<file path="config.mk">
export PLATFORM = sky130hd
export DESIGN_NAME = cut_vector_sequencer_flat
export DESIGN_NICKNAME = d
export VERILOG_FILES = /design/src/rtl/cut_vector_sequencer_pkg.sv /design/src/rtl/cut_vector_sequencer_if.sv /design/src/rtl/cut_vector_sequencer_misr_compactor.sv /design/src/rtl/cut_vector_sequencer.sv /design/src/flat_wrapper.sv
export SDC_FILE = /design/constraint.sdc
export NUM_CORES = 1
export LEC_CHECK = 0
export ABC_AREA = 0
export BUFFER_PORTS_ARGS = -buffer_cell sky130_fd_sc_hd__buf_2
export CORE_MARGIN = 5
export CORE_UTILIZATION = 44
export CTS_CLUSTER_DIAMETER = 60
export DETAILED_ROUTE_END_ITERATION = 6
export GPL_ROUTABILITY_DRIVEN = 0
export PLACE_DENSITY = 0.84
export SYNTH_ARGS = -nofsm -noshare
export SYNTH_HDL_FRONTEND = slang
export SYNTH_SLANG_ARGS = --single-unit
export TNS_END_PERCENT = 5
</file>
<file path="constraint.sdc">
create_clock -name clk -period 2.35 [get_ports clk]
set_clock_uncertainty 0.2 [all_clocks]
set_input_delay 0.1175 -clock clk [delete_from_list [all_inputs] [get_ports clk]]
set_output_delay 0.1175 -clock clk [all_outputs]
set_load 0.01 [all_outputs]
</file>
<file path="src/rtl/cut_vector_sequencer_pkg.sv">
// -----------------------------------------------------------------------------
// nbgen_test_pkg
// Definitions shared by the test-application slice around a combinational
// benchmark CUT (default widths are those of Circuit432).
//   - seq_state_e : sequencer FSM states
//   - misr_next() : one MISR compaction step, width and polynomial as arguments
// -----------------------------------------------------------------------------
package nbgen_test_pkg;

    // Circuit432 interface widths.
    localparam int C432_PI_WIDTH = 36;
    localparam int C432_PO_WIDTH = 7;

    // Widest signature misr_next() can handle.
    localparam int MISR_MAX_WIDTH = 64;

    typedef enum logic [1:0] {
        ST_IDLE,
        ST_WAIT_VEC,
        ST_SETTLE,
        ST_DONE
    } seq_state_e;

    // Shift left by one, fold in the polynomial when the MSB falls off, then
    // XOR the (zero-extended) response. Everything is carried at the maximum
    // width and masked back down to 'width' bits.
    function automatic logic [MISR_MAX_WIDTH-1:0] misr_next(
        input logic [MISR_MAX_WIDTH-1:0] sig,
        input logic [MISR_MAX_WIDTH-1:0] din,
        input logic [MISR_MAX_WIDTH-1:0] poly,
        input int unsigned               width
    );
        logic [MISR_MAX_WIDTH-1:0] mask;
        logic [MISR_MAX_WIDTH-1:0] shifted;
        logic                      msb;
        mask    = (width >= MISR_MAX_WIDTH) ? '1
                                            : ((64'd1 << width) - 64'd1);
        msb     = |(sig & (64'd1 << (width - 1)));
        shifted = (sig << 1) & mask;
        if (msb) begin
            shifted = shifted ^ (poly & mask);
        end
        return (shifted ^ din) & mask;
    endfunction

endpackage

</file>
<file path="src/rtl/cut_vector_sequencer_if.sv">
// -----------------------------------------------------------------------------
// cut_vector_sequencer_if
// Ready/valid test-vector stream into the sequencer.
//   vec_valid : upstream has a vector
//   vec_ready : sequencer can take it
//   vec_data  : test vector, MSB maps to the first CUT input
//   vec_last  : final vector of the session
// Modports: master = vector source, slave = sequencer.
// -----------------------------------------------------------------------------
interface cut_vector_sequencer_if #(
    parameter int PI_WIDTH = nbgen_test_pkg::C432_PI_WIDTH
);
    logic                vec_valid;
    logic                vec_ready;
    logic [PI_WIDTH-1:0] vec_data;
    logic                vec_last;

    modport master (
        output vec_valid,
        output vec_data,
        output vec_last,
        input  vec_ready
    );

    modport slave (
        input  vec_valid,
        input  vec_data,
        input  vec_last,
        output vec_ready
    );
endinterface

</file>
<file path="src/rtl/cut_vector_sequencer_misr_compactor.sv">
// -----------------------------------------------------------------------------
// misr_compactor
// Multiple-input signature register folding one response per enabled cycle.
//   clk, rst : clock, asynchronous active-high reset (loads MISR_SEED)
//   clear    : synchronous reload of MISR_SEED (session start)
//   en       : compact din into the signature this edge
//   din      : response word, zero-extended to MISR_WIDTH
//   sig      : current signature
// -----------------------------------------------------------------------------
module misr_compactor
    import nbgen_test_pkg::*;
#(
    parameter int                    MISR_WIDTH = 16,
    parameter logic [MISR_WIDTH-1:0] MISR_POLY  = 16'h1021,
    parameter logic [MISR_WIDTH-1:0] MISR_SEED  = 16'h0000,
    parameter int                    IN_WIDTH   = C432_PO_WIDTH
) (
    input  logic                  clk,
    input  logic                  rst,
    input  logic                  clear,
    input  logic                  en,
    input  logic [IN_WIDTH-1:0]   din,
    output logic [MISR_WIDTH-1:0] sig
);

    logic [MISR_MAX_WIDTH-1:0] sig_next_wide;

    always_comb begin
        sig_next_wide = misr_next(MISR_MAX_WIDTH'(sig), MISR_MAX_WIDTH'(din),
                                  MISR_MAX_WIDTH'(MISR_POLY), MISR_WIDTH);
    end

    // NOTE: sequential state is written only with non-blocking assignments so
    // every register samples its inputs as they were before the clock edge.
    always_ff @(posedge clk or posedge rst) begin
        if (rst) begin
            sig <= MISR_SEED;
        end else if (clear) begin
            sig <= MISR_SEED;
        end else if (en) begin
            sig <= sig_next_wide[MISR_WIDTH-1:0];
        end
    end

endmodule

</file>
<file path="src/rtl/cut_vector_sequencer.sv">
// -----------------------------------------------------------------------------
// cut_vector_sequencer
// Applies test vectors from a ready/valid stream to a combinational CUT, waits
// SETTLE_CYCLES edges, samples the CUT outputs, publishes each response and
// compacts all responses of a session into a MISR signature.
//   clk, rst   : clock, asynchronous active-high reset
//   start      : session start pulse, honoured in IDLE or DONE only
//   vec        : vector stream (slave side)
//   cut_pi     : registered CUT primary-input drive
//   cut_po     : CUT primary outputs
//   resp_valid : one-cycle strobe, resp_data/resp_index freshly captured
//   resp_data  : captured response
//   resp_index : 0-based index of that vector
//   signature  : running MISR value
//   vec_count  : vectors completed this session
//   busy       : WAIT_VEC or SETTLE
//   done       : DONE
// -----------------------------------------------------------------------------
module cut_vector_sequencer
    import nbgen_test_pkg::*;
#(
    parameter int                    PI_WIDTH      = C432_PI_WIDTH,
    parameter int                    PO_WIDTH      = C432_PO_WIDTH,
    parameter int                    SETTLE_CYCLES = 2,
    parameter int                    MAX_VECTORS   = 32,
    parameter int                    MISR_WIDTH    = 16,
    parameter logic [MISR_WIDTH-1:0] MISR_POLY     = 16'h1021,
    parameter logic [MISR_WIDTH-1:0] MISR_SEED     = 16'h0000,
    localparam int                   CNT_W         = $clog2(MAX_VECTORS + 1)
) (
    input  logic                        clk,
    input  logic                        rst,
    input  logic                        start,
    cut_vector_sequencer_if.slave       vec,
    output logic [PI_WIDTH-1:0]         cut_pi,
    input  logic [PO_WIDTH-1:0]         cut_po,
    output logic                        resp_valid,
    output logic [PO_WIDTH-1:0]         resp_data,
    output logic [CNT_W-1:0]            resp_index,
    output logic [MISR_WIDTH-1:0]       signature,
    output logic [CNT_W-1:0]            vec_count,
    output logic                        busy,
    output logic                        done
);

    localparam int SETTLE_W = $clog2(SETTLE_CYCLES + 1);

    seq_state_e          state;
    seq_state_e          state_next;
    logic [SETTLE_W-1:0] settle_cnt;
    logic                last_flag;
    logic                accept;
    logic                sample;
    logic                begin_session;
    logic                final_vec;

    assign accept        = vec.vec_valid & vec.vec_ready;
    assign begin_session = start & ((state == ST_IDLE) | (state == ST_DONE));
    // The counter is loaded with SETTLE_CYCLES at the handshake edge, so the
    // edge on which it reads 1 is exactly SETTLE_CYCLES edges later.
    assign sample        = (state == ST_SETTLE) && (settle_cnt == SETTLE_W'(1));
    // Forced completion and vec_last on the final allowed vector both land here,
    // giving a single transition into DONE.
    assign final_vec     = last_flag || (vec_count == CNT_W'(MAX_VECTORS - 1));

    // State register.
    // NOTE: every control and datapath register has an async reset value, so a
    // mid-session rst leaves no partial session state behind.
    always_ff @(posedge clk or posedge rst) begin
        if (rst) begin
            state <= ST_IDLE;
        end else begin
            state <= state_next;
        end
    end

    // Next-state logic.
    // NOTE: each always_comb output gets a default on entry; otherwise paths
    // that do not assign it would infer a latch.
    always_comb begin
        state_next = state;
        unique case (state)
            ST_IDLE, ST_DONE: if (begin_session) state_next = ST_WAIT_VEC;
            ST_WAIT_VEC:      if (accept)        state_next = ST_SETTLE;
            ST_SETTLE:        if (sample)        state_next = final_vec ? ST_DONE : ST_WAIT_VEC;
            default:                             state_next = ST_IDLE;
        endcase
    end

    // State-decoded outputs.
    always_comb begin
        vec.vec_ready = 1'b0;
        busy          = 1'b0;
        done          = 1'b0;
        unique case (state)
            ST_WAIT_VEC: begin
                vec.vec_ready = 1'b1;
                busy          = 1'b1;
            end
            ST_SETTLE:   busy = 1'b1;
            ST_DONE:     done = 1'b1;
            default:     ;
        endcase
    end

    // Vector drive, settle timing, response capture and counters.
    always_ff @(posedge clk or posedge rst) begin
        if (rst) begin
            cut_pi     <= '0;
            last_flag  <= 1'b0;
            settle_cnt <= '0;
            resp_valid <= 1'b0;
            resp_data  <= '0;
            resp_index <= '0;
            vec_count  <= '0;
        end else begin
            resp_valid <= sample;

            if (begin_session) begin
                vec_count <= '0;
            end

            // cut_pi moves only on an accepted handshake, keeping the CUT
            // inputs stable through the whole settle window.
            if (accept) begin
                cut_pi     <= vec.vec_data;
                last_flag  <= vec.vec_last;
                settle_cnt <= SETTLE_W'(SETTLE_CYCLES);
            end else if (state == ST_SETTLE) begin
                settle_cnt <= settle_cnt - SETTLE_W'(1);
            end

            if (sample) begin
                resp_data  <= cut_po;
                resp_index <= vec_count;
                vec_count  <= vec_count + CNT_W'(1);
            end
        end
    end

    misr_compactor #(
        .MISR_WIDTH (MISR_WIDTH),
        .MISR_POLY  (MISR_POLY),
        .MISR_SEED  (MISR_SEED),
        .IN_WIDTH   (PO_WIDTH)
    ) u_misr (
        .clk   (clk),
        .rst   (rst),
        .clear (begin_session),
        .en    (sample),
        .din   (cut_po),
        .sig   (signature)
    );

endmodule
</file>
<file path="src/flat_wrapper.sv">
// flat-port wrapper written by rule: the top's interface ports become plain ports
module cut_vector_sequencer_flat import nbgen_test_pkg::*;
#(
    parameter int                    PI_WIDTH      = C432_PI_WIDTH,
    parameter int                    PO_WIDTH      = C432_PO_WIDTH,
    parameter int                    SETTLE_CYCLES = 2,
    parameter int                    MAX_VECTORS   = 32,
    parameter int                    MISR_WIDTH    = 16,
    parameter logic [MISR_WIDTH-1:0] MISR_POLY     = 16'h1021,
    parameter logic [MISR_WIDTH-1:0] MISR_SEED     = 16'h0000,
    localparam int                   CNT_W         = $clog2(MAX_VECTORS + 1)
)
  (clk, rst, start, cut_pi, cut_po, resp_valid, resp_data, resp_index, signature, vec_count, busy, done, vec_vec_valid, vec_vec_data, vec_vec_last, vec_vec_ready);
  cut_vector_sequencer_if #(.PI_WIDTH(PI_WIDTH)) vec_i ();
  input  logic clk;
  input  logic rst;
  input  logic start;
  output logic [PI_WIDTH-1:0] cut_pi;
  input  logic [PO_WIDTH-1:0] cut_po;
  output logic resp_valid;
  output logic [PO_WIDTH-1:0] resp_data;
  output logic [CNT_W-1:0] resp_index;
  output logic [MISR_WIDTH-1:0] signature;
  output logic [CNT_W-1:0] vec_count;
  output logic busy;
  output logic done;
  input wire logic [$bits(vec_i.vec_valid)-1:0] vec_vec_valid;
  input wire logic [$bits(vec_i.vec_data)-1:0] vec_vec_data;
  input wire logic [$bits(vec_i.vec_last)-1:0] vec_vec_last;
  output wire logic [$bits(vec_i.vec_ready)-1:0] vec_vec_ready;
  assign vec_i.vec_valid = vec_vec_valid;
  assign vec_i.vec_data = vec_vec_data;
  assign vec_i.vec_last = vec_vec_last;
  assign vec_vec_ready = vec_i.vec_ready;
  cut_vector_sequencer #(.PI_WIDTH(PI_WIDTH), .PO_WIDTH(PO_WIDTH), .SETTLE_CYCLES(SETTLE_CYCLES), .MAX_VECTORS(MAX_VECTORS), .MISR_WIDTH(MISR_WIDTH), .MISR_POLY(MISR_POLY), .MISR_SEED(MISR_SEED)) u_core (.clk(clk), .rst(rst), .start(start), .vec(vec_i), .cut_pi(cut_pi), .cut_po(cut_po), .resp_valid(resp_valid), .resp_data(resp_data), .resp_index(resp_index), .signature(signature), .vec_count(vec_count), .busy(busy), .done(done));
endmodule
</file>
* Word level (Yosys, flattened, before mapping)
Index checks and enable logic that the tools add are counted.
** Storage, ports and cells
- Register bits :: 77
- Logic and storage cells :: 47
** Operators by class
- Equal/unequal tests :: 8
- $add $sub $neg :: 2
- Reductions and logical operators :: 8
- Muxes and demuxes :: 15
- Bitwise logic cells :: 5
** Operators with widths (count)
- 2-to-1 mux 16 bit :: 2
- XOR 16 x 7 -> 16 bit :: 1
- 2-to-1 mux 13 bit :: 1
- 2-to-1 mux 2 bit :: 6
- 2-to-1 mux 6 bit :: 2
- adder 6 x 1 -> 6 bit (second input constant) :: 1
- equality test 6 x 5 -> 1 bit (second input constant) :: 1
- inequality test 2 x 1 -> 1 bit (second input constant) :: 3
- one-hot mux 2 bit (3 select lines) :: 1
- equality test 2 x 1 -> 1 bit (second input constant) :: 2
- equality test 2 bit (second input constant) :: 2
- nonzero test 2 bit :: 2
- OR reduction 2 bit :: 2
- 2-to-1 mux 1 bit :: 3
- NOT 3 bit :: 1
- AND reduction 3 bit :: 1
- bitwise AND 1 bit :: 2
- logical NOT 2 bit :: 1
- subtractor 2 x 1 -> 2 bit (second input constant) :: 1
- logical AND 1 bit :: 1
- logical OR 1 bit :: 1
- bitwise OR 1 bit :: 1

* Logic depth before layout (Yosys ltp)
- Word-level depth :: 5
- Gate-level depth with buffers :: 9
- Mapped depth without buffers :: 6

* By module
Synthesis repeated with hierarchy kept, for this count alone.
** Second synthesis, totals
- Cells, all modules :: 228
- Area, all modules :: 3188.1 um^2
** By module, submodules not included
- cut_vector_sequencer :: instances 1, area an instance 2466.1 um^2, cells each 166
- misr_compactor :: instances 1, area an instance 721.9 um^2, cells each 62

* Worst setup path after synthesis
Ideal clock, no wire load.
- Kind :: reg2reg
- From :: register u_core.state[1]
- To :: register u_core.cut_pi[11]
- Arrival :: 1.379 ns
- Setup time :: 0.127 ns
- Setup slack :: 0.643 ns
- Cell stages (with the launch flop) :: 7
- Clock period less this slack :: 1.707 ns
- Cells stage by stage :: dfrtp_1 > inv_1 > ha_1 > nand2_1 > buf_6 > buf_6 > mux2_1
** On the way
- Cells in the longest elaborated chain, start to end :: 3
** Ends and longest elaborated chain
- from (decl) :: line cut_vector_sequencer.sv:48 : seq_state_e state;
- from (signal assigned) :: line cut_vector_sequencer.sv:73 : state <= state_next;
- equality test 2 x 1 -> 1 bit :: line cut_vector_sequencer.sv:95 : unique case (state)
- 2-to-1 mux 1 bit :: line cut_vector_sequencer.sv:95
- via vec_vec_ready :: line flat_wrapper.sv:30 : output wire logic [$bits(vec_i.vec_ready)-1:0] vec_vec_ready;
- bitwise AND 1 bit :: line cut_vector_sequencer.sv:57 : assign accept = vec.vec_valid & vec.vec_ready;
- to (signal assigned) :: line cut_vector_sequencer.sv:126 : cut_pi <= vec.vec_data;
- to (decl) :: line cut_vector_sequencer.sv:35 : output logic [PI_WIDTH-1:0] cut_pi,
The timed path passes the listed nets, and every way through them passes these cells.
A chain may end at the register's enable or synchronous reset.

* Final worst setup path
- From :: register u_core.state[0]
- To :: register u_core.u_misr.sig[2]
** On the way
- Cells in the longest elaborated chain, start to end :: 4
- Elaborated cells between the ends (all ways) :: 8
- Those cells by class :: eq/ne (2); mux (1); bitwise (2); reduce/logical (3)
** Ends and longest elaborated chain
- equality test 2 bit or logical NOT 2 bit (tied branches) :: line cut_vector_sequencer.sv:58 : assign begin_session = start & ((state == ST_IDLE) | (state == ST_DONE));
- bitwise OR 1 bit :: line cut_vector_sequencer.sv:58
- bitwise AND 1 bit :: line cut_vector_sequencer.sv:58
- 2-to-1 mux 16 bit or nonzero test 2 bit (tied branches)
- to (signal assigned) :: line cut_vector_sequencer_misr_compactor.sv:41 : sig <= sig_next_wide[MISR_WIDTH-1:0];
- to (decl) :: line cut_vector_sequencer_misr_compactor.sv:23 : output logic [MISR_WIDTH-1:0] sig
Several ways; a longest one is shown, not always the timed one.

==> impl.org <==
** Cells and area
- Number of cells in the finished layout apart from fillers :: 542
- After filler insertion, the fill cell instance count of the layout stands at 586.
- Once layout is done, the placed cells without fillers occupy 0.00455 sq mm.
- At the end of the flow the core is filled with cells to 0.638.
- In the final layout, the share of cells above drive strength 1 is 0.420.
- In the final design database the tool counted 491 nets.
- P&R area growth vs syn :: 43.5%
- The repair_antennas step left the layout with diodes totalling 0.

** Logic synthesis
- During synthesis, Yosys emitted a total of 0 warnings.
- Leading cell type by number of instances after synthesis :: sky130_fd_sc_hd__dfrtp_1
- Avg Cell Area, Syn :: 12.0 sq um
- The share of the Yosys chip area taken by registers is 0.607.
- Post-Syn Area :: 0.00317 sq mm
- After synthesis, the cell types taking the most area are sky130_fd_sc_hd__dfrtp_1 (61%), sky130_fd_sc_hd__mux2_2 (13%), sky130_fd_sc_hd__nand2_1 (7.3%), sky130_fd_sc_hd__xnor2_1 (2.5%), sky130_fd_sc_hd__ha_1 (2.0%).
- Of the post-synthesis cell area, the dominant cell type holds 0.607.
- When the netlist entered floorplanning its net count stood at 317.
- Ranked by instance count, the synthesized netlist is headed by sky130_fd_sc_hd__dfrtp_1 (77), sky130_fd_sc_hd__nand2_1 (62), sky130_fd_sc_hd__mux2_2 (36).
- The synthesized design contains 0 enable-type register cells.
- After synthesis, the netlist uses 30 different library cells.
- Ys flop type :: sky130_fd_sc_hd__dfrtp_1
- The biggest area contributor in the post-synthesis netlist is sky130_fd_sc_hd__dfrtp_1.
- Share of synthesized flip-flops with an asynchronous set or reset :: 1.00
- After synthesis the netlist holds a flip-flop and latch count of 77.
- Synthesized instance count :: 264

** Placement
- Input/output buffers :: 122
- Once placement finished, the instance area stood at 0.00389 sq mm.
- Counting tap cells, the placed design contains a total of 480 instances.
- Placed wire-length estimate after detailed placement :: 5170 um

** Worst hold path
- The tightest min-delay check is of the input pin to flip-flop type.
- Along the worst hold path, the cell count comes to 4.
- The worst hold path terminates at u_core.state[1].
- The worst hold path begins at start.

** Timing
- For the pin with the worst max-slew slack, the measured transition is 0.652 ns.
- The final count of pins violating max slew was 0.
- Period Utilization, post-route :: 0.876
- Max-slew headroom at the worst pin :: 0.565
- Setup repair after global routing left no endpoint under its margin.
- The number of hold violations in the final report came to 0.
- Timing-limited maximum frequency :: 486 MHz
- Setup violations remaining at the end of the flow were counted as 0.
- Setup TNS :: 0 ns
- Post-route minimum period :: 2.06 ns

** Die
- The die covers 0.00901 sq mm.
- Floorplan die width :: 94.9 um
- Initial standard-cell utilization of the core :: 0.445
- Area inside the core boundary :: 0.00714 sq mm
- In this run the vertical extent of the chip is 94.9 um.
- FP Rows :: 31
- Number of top-level design ports :: 123

** Clock tree
- Maximum level of the CTS H-tree :: 3
- In this run the clock root is driven by a sky130_fd_sc_hd__clkbuf_8.
- Clock tree from TritonCTS :: done
- Post-CTS setup repair buffer count :: 0
- In this run the deepest clock path goes through 2 buffers.
- The number of hold buffers added after CTS was 46.
- Latest clock arrival within the worst-skew pair :: 0.34 ns
- After clock tree synthesis, the repair step resized 0 gates.
- Total clock buffers created by CTS :: 9
- Clock-pin slew of the registers on the worst-case setup and hold paths :: 0.09 ns
- CTS sink count :: 77

** Worst setup path
- The worst register-to-register path begins at u_core.state[0].
- In this run the critical register-to-register path is captured at u_core.u_misr.sig[2].
- Data on the critical path is required at its endpoint by 2.40 ns.
- Crit Path Category :: flip-flop to flip-flop
- Data arrival at the endpoint of the critical path :: 2.11 ns
- The worst setup path is captured at a flip-flop.
- In this run the worst setup path begins at u_core.state[0].
- Along the worst path, the maximum fanout reaches 11.
- Startpoint kind of the worst setup timing path :: flip-flop
- For flop-to-flop paths, the worst setup slack is 0.29 ns.
- Worst Reg-to-Reg Cells :: 7

** Drt
- Before antenna repair, the detailed router went through 4 iterations.
- Number of DRC markers in iteration 0 :: 89
- Post-route DRC violation count :: 0
- After detailed routing, the number of vias per cell comes to 4.73.
- Average routed wire per standard cell :: 14.3 um
- Antenna viol nets, final :: 0
- Via count :: 2562
- The final layout contains routed wiring with a total length of 7720 um.

** Job
- Reported max-cap violation count :: 0

** Global route
- Via count of the first global-routing pass :: 2689
- Global-route wire length before repair :: 12600 um
- Largest net degree at the start of global routing :: 41
- For this run, the total global-route usage over all layers was measured as 0.182.
- The initial antenna violation count is 0.
- Total global routing overflow :: 0

** Pwr
- Dividing total power by cell area gives a power density of 1060 mW/mm^2.
- The worst-case IR drop observed on VDD is 0.428 mV.
- The analysis attributes to cell leakage a power of 2.28 nW.

** Run status
- The flow ran to the end, and the final reports show no timing, DRC or antenna violations.
[worst max-delay path, cell delays in order (launching register included)]
cell,delay [ns]
sky130_fd_sc_hd__dfrtp_1,0.41
sky130_fd_sc_hd__inv_1,0.09
sky130_fd_sc_hd__ha_1,0.34
sky130_fd_sc_hd__nand2_4,0.15
sky130_fd_sc_hd__inv_1,0.29
sky130_fd_sc_hd__buf_4,0.23
sky130_fd_sc_hd__nor2_1,0.05
sky130_fd_sc_hd__a211oi_1,0.22
[flip-flops by register name, summed over array words and instances (netlist names)]
| register | flops |
|---|---|
| u_core.state | 2 |
| u_core.resp_index | 6 |
| u_core.settle_cnt | 2 |
| u_core.cut_pi | 36 |
| u_core.resp_valid | 1 |
| u_core.u_misr.sig | 16 |
| u_core.vec_count | 6 |
| u_core.resp_data | 7 |
| u_core.last_flag | 1 |
[layer usage]
metal | GRT usage | part of all wire
met2 | 0.312 | 0.51
met4 | 0.0733 | 0.017
met5 | 0 | 0
met1 | 0.222 | 0.41
met3 | 0.0414 | 0.063
[worst max path at each step]
stage                      endpoint  slack [ns]  cells after the start
2_1_floorplan      u_core.cut_pi[0]        0.07                      1
3_3_place_gp   u_core.u_misr.sig[2]        0.42                      7
3_5_place_dp   u_core.u_misr.sig[4]        0.27                      7
4_1_cts        u_core.u_misr.sig[2]        0.27                      7
5_1_grt        u_core.u_misr.sig[2]        0.13                      7
6_report       u_core.u_misr.sig[2]        0.29                      7
[power by group]
part | switching, mW | internal, mW | leakage, nW
Combinational | 0.890 | 0.887 | 1.23
Clock | 0.505 | 0.503 | 0.0968
Sequential | 0.244 | 1.78 | 0.959
[cell usage in the layout (no fill, tap or decap), types with 2 or more instances in the layout]
cell                            Yosys  layout
sky130_fd_sc_hd__a211oi_1           7       7
sky130_fd_sc_hd__a21oi_1           12      12
sky130_fd_sc_hd__buf_2              4     122
sky130_fd_sc_hd__buf_4              2       7
sky130_fd_sc_hd__clkbuf_8           0       9
sky130_fd_sc_hd__clkinvlp_4         0       2
sky130_fd_sc_hd__dfrtp_1           77      77
sky130_fd_sc_hd__dlygate4sd3_1      0      46
sky130_fd_sc_hd__ha_1               5       5
sky130_fd_sc_hd__inv_1              8       7
sky130_fd_sc_hd__inv_6              0       3
sky130_fd_sc_hd__mux2_2            36      36
sky130_fd_sc_hd__mux2i_1            2       2
sky130_fd_sc_hd__nand2_1           62      62
sky130_fd_sc_hd__nand3_1            2       2
sky130_fd_sc_hd__nor2_1             8       8
sky130_fd_sc_hd__nor2b_1            3       3
sky130_fd_sc_hd__nor3_1             2       2
sky130_fd_sc_hd__o21ai_0            4       4
sky130_fd_sc_hd__o31ai_1            2       2
sky130_fd_sc_hd__xnor2_1            9       9
sky130_fd_sc_hd__xor2_1             2       2
[final cells by class]
| class | instances | area, sq um | share of cell area |
|---|---|---|---|
| tap | 99 | 124 | 0.0272 |
| clock inverter | 7 | 80.1 | 0.0176 |
| inverter | 8 | 31.3 | 0.00687 |
| timing repair buffer | 176 | 1140 | 0.251 |
| clock buffer | 9 | 124 | 0.0272 |
| multi-input combinational | 166 | 1120 | 0.247 |
| sequential | 77 | 1930 | 0.423 |
[cells by family (layout without fill, tap and decap cells)]
logic type,after synthesis,count (layout),synth area share
mux,39,39,0.138
buf+inv,21,200,0.0382
flops,77,77,0.607
xor+xnor,11,11,0.0304
simple gates,81,81,0.106
fa+ha+maj,5,5,0.0197
compound gates,30,30,0.0607
[stage by stage]
stage	worst slack, ns	hold WS (ns)	power, mW
final	0.291	0.0571	4.81
after global routing	0.128	0.0651	5.14
after CTS	0.270	0.0389	4.84
after detailed placement	0.271	0.0234	3.78
after global placement	0.415	0.0216	3.70
after floorplan	0.0658	-0.0000651	3.12
(Power assumes the default switching activity.)
